**config.mk**
```make
export PLATFORM = sky130hd
export DESIGN_NAME = bip_core_mc
export DESIGN_NICKNAME = d
export VERILOG_FILES = /design/src/rtl/bip_pkg.sv /design/src/rtl/bip_alu.sv /design/src/rtl/bip_core_mc.sv
export SDC_FILE = /design/constraint.sdc
export NUM_CORES = 1
export LEC_CHECK = 0
export BUFFER_PORTS_ARGS = -buffer_cell sky130_fd_sc_hd__buf_4
export CAP_MARGIN = 40
export CORE_ASPECT_RATIO = 1.1
export CORE_MARGIN = 3
export CORE_UTILIZATION = 40
export CTS_CLUSTER_DIAMETER = 120
export DETAILED_ROUTE_END_ITERATION = 8
export PLACE_DENSITY = 0.71
export SLEW_MARGIN = 20
export SYNTH_ARGS = -nofsm -noshare
export SYNTH_HDL_FRONTEND = slang
export SYNTH_SLANG_ARGS = --single-unit
```
**constraint.sdc**
```tcl
create_clock -name i_clock -period 4.2 [get_ports i_clock]
set_input_delay 0 -clock i_clock [delete_from_list [all_inputs] [get_ports i_clock]]
set_output_delay 0 -clock i_clock [all_outputs]
set_load 0.01 [all_outputs]
```
**src/rtl/bip_pkg.sv**
```systemverilog
// Shared definitions for the multi-cycle BIP core: opcodes, FSM states, immediate sign-extension.
package bip_pkg;

  localparam int unsigned OP_HLT  = 0;
  localparam int unsigned OP_STO  = 1;
  localparam int unsigned OP_LD   = 2;
  localparam int unsigned OP_LDI  = 3;
  localparam int unsigned OP_ADD  = 4;
  localparam int unsigned OP_ADDI = 5;
  localparam int unsigned OP_SUB  = 6;
  localparam int unsigned OP_SUBI = 7;
  localparam int unsigned OP_BEQ  = 8;
  localparam int unsigned OP_BNE  = 9;
  localparam int unsigned OP_JMP  = 10;

  typedef enum logic [1:0] {
    ST_FETCH = 2'd0,
    ST_EXEC  = 2'd1,
    ST_MEM   = 2'd2,
    ST_HALT  = 2'd3
  } state_e;

  // Sign-extend the low w bits of v to 64 bits; callers truncate to their width.
  function automatic logic [63:0] sext(input logic [63:0] v, input int unsigned w);
    logic [63:0] mask;
    mask = {64{1'b1}} << w;
    return v[6'(w - 1)] ? (v | mask) : (v & ~mask);
  endfunction

endpackage

```
**src/rtl/bip_alu.sv**
```systemverilog
// Combinational add/subtract unit for the BIP accumulator, modulo 2^DATA_W.
module bip_alu #(
  parameter int unsigned DATA_W = 16
) (
  input  logic [DATA_W-1:0] a_i,
  input  logic [DATA_W-1:0] b_i,
  input  logic              sub_i,
  output logic [DATA_W-1:0] y_o
);

  always_comb begin
    y_o = sub_i ? (a_i - b_i) : (a_i + b_i);
  end

endmodule

```
**src/rtl/bip_core_mc.sv**
```systemverilog
// Multi-cycle accumulator core: FETCH/EXEC/MEM/HALT FSM with PC, IR, ACC,
// ready-handshaked data port and a saturating cycle counter.
module bip_core_mc
  import bip_pkg::*;
#(
  parameter int unsigned DATA_W = 16,
  parameter int unsigned OP_W   = 5,
  parameter int unsigned OPND_W = DATA_W - OP_W,
  parameter int unsigned PC_W   = 11,
  parameter int unsigned CNT_W  = 32
) (
  input  logic              i_clock,
  input  logic              i_reset,
  output logic [PC_W-1:0]   o_rom_addr,
  input  logic [DATA_W-1:0] i_rom_data,
  output logic [OPND_W-1:0] o_ram_addr,
  output logic [DATA_W-1:0] o_ram_wdata,
  output logic              o_ram_wr,
  output logic              o_ram_rd,
  input  logic [DATA_W-1:0] i_ram_data,
  input  logic              i_ram_ready,
  output logic [DATA_W-1:0] o_acc,
  output logic              o_halted,
  output logic [CNT_W-1:0]  o_cycles
);

  state_e              state_q, state_d;
  logic [PC_W-1:0]     pc_q, pc_d;
  logic [DATA_W-1:0]   ir_q, ir_d;
  logic [DATA_W-1:0]   acc_q, acc_d;
  logic [CNT_W-1:0]    cyc_q, cyc_d;
  logic                rd_q, rd_d;
  logic                wr_q, wr_d;
  logic                halted_q, halted_d;

  logic [OP_W-1:0]     opc;
  logic [OPND_W-1:0]   opnd;
  logic [DATA_W-1:0]   imm;
  logic [PC_W-1:0]     br_tgt;
  logic [DATA_W-1:0]   alu_b;
  logic [DATA_W-1:0]   alu_y;
  logic                alu_sub;

  assign opc     = ir_q[DATA_W-1 -: OP_W];
  assign opnd    = ir_q[OPND_W-1:0];
  assign imm     = DATA_W'(sext(64'(opnd), OPND_W));
  assign br_tgt  = PC_W'(opnd);
  assign alu_sub = (opc == OP_W'(OP_SUB)) || (opc == OP_W'(OP_SUBI));
  assign alu_b   = (state_q == ST_MEM) ? i_ram_data : imm;

  bip_alu #(.DATA_W(DATA_W)) u_alu (
    .a_i   (acc_q),
    .b_i   (alu_b),
    .sub_i (alu_sub),
    .y_o   (alu_y)
  );

  always_comb begin
    state_d  = state_q;
    pc_d     = pc_q;
    ir_d     = ir_q;
    acc_d    = acc_q;
    rd_d     = rd_q;
    wr_d     = wr_q;
    halted_d = halted_q;
    cyc_d    = cyc_q;
    if (state_q != ST_HALT && cyc_q != '1) cyc_d = cyc_q + 1'b1;
    case (state_q)
      ST_FETCH: begin
        ir_d    = i_rom_data;
        pc_d    = pc_q + 1'b1;
        state_d = ST_EXEC;
      end
      ST_EXEC: begin
        state_d = ST_FETCH;
        case (opc)
          OP_W'(OP_HLT): begin
            state_d  = ST_HALT;
            halted_d = 1'b1;
          end
          OP_W'(OP_STO): begin
            wr_d    = 1'b1;
            state_d = ST_MEM;
          end
          OP_W'(OP_LD), OP_W'(OP_ADD), OP_W'(OP_SUB): begin
            rd_d    = 1'b1;
            state_d = ST_MEM;
          end
          OP_W'(OP_LDI):                  acc_d = imm;
          OP_W'(OP_ADDI), OP_W'(OP_SUBI): acc_d = alu_y;
          OP_W'(OP_BEQ): if (acc_q == '0) pc_d = br_tgt;
          OP_W'(OP_BNE): if (acc_q != '0) pc_d = br_tgt;
          OP_W'(OP_JMP):                  pc_d = br_tgt;
          default: ;
        endcase
      end
      ST_MEM: begin
        // Strobes are registered, so they fall on the same edge that completes the access.
        if (i_ram_ready) begin
          rd_d    = 1'b0;
          wr_d    = 1'b0;
          state_d = ST_FETCH;
          if (opc == OP_W'(OP_LD)) acc_d = i_ram_data;
          else if (opc != OP_W'(OP_STO)) acc_d = alu_y;
        end
      end
      ST_HALT: ;
    endcase
  end

  always_ff @(posedge i_clock or negedge i_reset) begin
    if (!i_reset) begin
      state_q  <= ST_FETCH;
      pc_q     <= '0;
      ir_q     <= '0;
      acc_q    <= '0;
      cyc_q    <= '0;
      rd_q     <= 1'b0;
      wr_q     <= 1'b0;
      halted_q <= 1'b0;
    end else begin
      state_q  <= state_d;
      pc_q     <= pc_d;
      ir_q     <= ir_d;
      acc_q    <= acc_d;
      cyc_q    <= cyc_d;
      rd_q     <= rd_d;
      wr_q     <= wr_d;
      halted_q <= halted_d;
    end
  end

  assign o_rom_addr  = pc_q;
  assign o_ram_addr  = opnd;
  assign o_ram_wdata = acc_q;
  assign o_ram_wr    = wr_q;
  assign o_ram_rd    = rd_q;
  assign o_acc       = acc_q;
  assign o_halted    = halted_q;
  assign o_cycles    = cyc_q;

endmodule

```
==> flow_metrics.env <==
export IMPL_finalCritPeriodShare=0.917
export IMPL_skew_ns=0.00662
export IMPL_arrival_ns=4.11
export IMPL_area_delta_synth_final_pct=26.9
export IMPL_clk_latency_ns=0.36
export IMPL_critPathMaxStageDelay_ns=0.63
export IMPL_synth_flop_cell="dfrtp_1"
export IMPL_dp_hpwl_um=12400
export IMPL_totalWireLength_um=16500
export IMPL_ant_nets=0
export IMPL_rsz0062_at_grt="no"
export IMPL_netlist_area_sq_um=5590
export IMPL_grt_pass1_vias=5015
export IMPL_reg2reg_setup_slack_ns=0.35
export IMPL_path_cells="inv_1, ha_4, buf_4, mux2_2, o21ai_0, xnor2_1, ha_1, and3_2, a22oi_1, a221oi_1, a221oi_1, xor2_1, a221oi_1"
export IMPL_dieArea_sq_um=15400
export IMPL_vdd_drop_max_uv=380
export IMPL_place_area_sq_um=6550
export IMPL_fin_area_sq_um=7100
export IMPL_grt_pass1_wl_um=26600
export IMPL_path_clk_slew_ns=0.07
export IMPL_cts_root_buf="clkbuf_16"
export IMPL_netlist_instances=624
export IMPL_gp_congestion=0.933
export IMPL_seq_power_share=0.235
export IMPL_start_util=0.416
export IMPL_path_class="reg2reg"
export IMPL_grtUsageTotal=0.215
export IMPL_p_leak_nw=3.20
export IMPL_crit_path_top_delay_cell="a221oi_1"
export IMPL_cts_inserted_buffers=9
export IMPL_worst_setup_path_end_kind="flop"
export IMPL_combinationalPowerShare=0.631
export IMPL_final_cells=929
export IMPL_first_pass_iters=5
export IMPL_max_slew_worst_pin_slew_ns=0.777
export IMPL_die_y_um=130
export IMPL_dp_cells=890
export IMPL_fin_util=0.528
export IMPL_hold_viol=0
export IMPL_outcome="complete, no violations"
export IMPL_yosys_area_top_type="dfrtp_1"
export IMPL_cts_sinks=80
export IMPL_cp_max_fo=18
export IMPL_r2r_start="state_q[0]$_DFFE_PN0P_"
export IMPL_ys_warnings_count=0
export IMPL_antenna_found_initial=0
export IMPL_ys_ff_latch=80
export IMPL_h_tree_depth=3
export IMPL_slew_viol_final=0
export IMPL_crit_start="state_q[0]$_DFFE_PN0P_"
export IMPL_final_nets=797
export IMPL_coreArea_sq_um=13400
export IMPL_crit_top_cell="a221oi_1"
export IMPL_synthArstFlopShare=1.00
export IMPL_min_path_type="in2reg"
export IMPL_switching_share=0.471
export IMPL_die_w_um=119
export IMPL_setup_viol=0
export IMPL_dr_total_vias=5188
export IMPL_min_from="i_ram_ready"
export IMPL_power_total_mw=6.26
export IMPL_drt_iter0_markers=406
export IMPL_p_per_area_nw_per_um2=881
export IMPL_grt_max_degree=56
export IMPL_drive_above_1_share=0.250
export IMPL_synth_edf_count=0
export IMPL_cts_tree="built"
export IMPL_intPower_mw=3.31
export IMPL_synth_distinct_cells=64
export IMPL_antenna_cells=0
export IMPL_remaining_drc_errors=0
export IMPL_pwr_share_clk=0.135
export IMPL_synth_area_leaders="dfrtp_1 (36%), xnor2_1 (5.6%), ha_1 (4.7%), mux2_2 (4.4%), nand2_1 (4.2%)"
export IMPL_synth_top_cell_area_share=0.358
export IMPL_synth_avg_cell_area_sq_um=8.96
export IMPL_min_period_ns=3.85
export IMPL_relSlewSlack=0.482
export IMPL_io_buffers=123
export IMPL_grt_overflow=0
export IMPL_cts_buffer_depth=2
export IMPL_maxCapViolCount=0
export IMPL_p_switching_mw=2.95
export IMPL_cp_start_kind="flop"
export IMPL_setup_tns_ns=0
export IMPL_seq_area_frac_synth=0.358
export IMPL_fmax_mhz=260
export IMPL_std_cell_rows=44
export IMPL_synth_nets=681
export IMPL_ios=124
export IMPL_cp_required_ns=4.46
export IMPL_avgViaCountPerCell=5.58
export IMPL_drt_wirelength_per_cell_um=17.8
-- flip-flops by register name, summed over array words and instances, names as in the netlist --
name	cells
ir_q	16
o_acc	16
o_ram_rd	1
o_halted	1
o_rom_addr	11
o_cycles	32
state_q	2
o_ram_wr	1
-- cells in the final DEF (no fill, tap or decap), drive strengths merged, types with 6 or more instances in the layout --
| cell type | count |
|---|---|
| buf | 134 |
| dfrtp | 80 |
| nand2 | 62 |
| nor2 | 43 |
| o21ai | 37 |
| xnor2 | 36 |
| a21oi | 36 |
| nand3 | 26 |
| xor2 | 24 |
| mux2 | 22 |
| dlygate4sd3 | 22 |
| ha | 21 |
| inv | 17 |
| mux2i | 16 |
| nor3 | 14 |
| and3 | 13 |
| o22ai | 11 |
| nand2b | 10 |
| a21o | 10 |
| a211oi | 9 |
| clkbuf | 9 |
| nand4 | 8 |
| a31oi | 8 |
| nor4 | 8 |
| o21a | 6 |
-- per-stage QoR --
step           worst slack, ns  hold WS [ns]
6_report                 0.348        0.0311
5_1_grt                 0.0646        0.0650
4_1_cts                  0.275        0.0304
3_5_place_dp             0.294       -0.0494
3_3_place_gp             0.403         0.234
2_1_floorplan            0.518        -0.296
-- logic make-up (layout without fill, tap and decap cells) --
group                    after synthesis  after routing  share of synthesized area
AO/OA/AOI/OAI                        155            155                      0.180
XOR/XNOR                              60             60                     0.0940
adder cells (fa/ha/maj)               22             22                     0.0506
buffers and inverters                 64            185                     0.0622
flip-flops                            80             80                      0.358
multiplexers                          38             38                     0.0729
AND/OR/NAND/NOR                      205            205                      0.182
-- path summary, 6_finish.rpt --
| check | cells after the start | endpoint |
|---|---|---|
| worst max-delay path | 13 | o_acc[14]$_DFFE_PN0P_ |
| worst min-delay path | 3 | o_ram_rd$_DFFE_PN0P_ |
| worst max register to register | 13 | o_acc[14]$_DFFE_PN0P_ |
| worst min register to register | 1 | o_cycles[21]$_DFFE_PN0P_ |
| max in group asynchronous | 3 | o_rom_addr[8]$_DFFE_PN0P_ |
| min in group asynchronous | 2 | o_acc[4]$_DFFE_PN0P_ |
-- cell usage after synthesis, drive strengths merged, types with 14 or more instances --
library cell and n:
nand2 62, nor3 14, xnor2 36, dfrtp 80
mux2 22, o21ai 37, nand3 26, xor2 24
nor2 43, buf 36, mux2i 16, a21oi 36
clkbuf 15, ha 21
-- critical path, delay by kind of cell, from the launching register on --
kind            cells  cell delay, ns
simple gates        1            0.20
flops               1            0.41
buf+inv             2            0.41
fa+ha+maj           2            0.63
compound gates      5            1.40
mux                 1            0.38
xor+xnor            2            0.30
-- what timing repair did --
item	in CTS	in global routing
buffers inserted	0	1
gates resized for setup	0	1
endpoints found under the hold margin	101	0
endpoints found under the setup margin	0	1
hold buffers	22	0
-- metal layers --
layer / vias up / GRT usage / share of wire
li1: 2476 / - / -
met2: 199 / 0.352 / 0.47
met1: 2486 / 0.284 / 0.45
met4: 0 / 0.0879 / 0.021
met5: - / 0 / 0
met3: 27 / 0.0377 / 0.060
-- power groups by stage --
stage / Sequential (mW) / Combinational [mW] / Clock, mW
global route: 1.52 / 4.34 / 0.886
CTS: 1.46 / 3.93 / 0.858
finish: 1.47 / 3.94 / 0.844
detailed placement: 1.48 / 3.89 / 0
floorplan: 1.40 / 2.80 / 0
global placement: 1.46 / 3.80 / 0
-- final cells by class --
class / count / area, sq um
clock buffer: 9 / 225
fill: 1285 / 6330
tap: 184 / 230
clock inverter: 7 / 86.3
multi-input combinational: 480 / 3260
timing repair buffer: 156 / 1250
inverter: 13 / 48.8
sequential: 80 / 2000
Power figures use the tool's default switching activity.
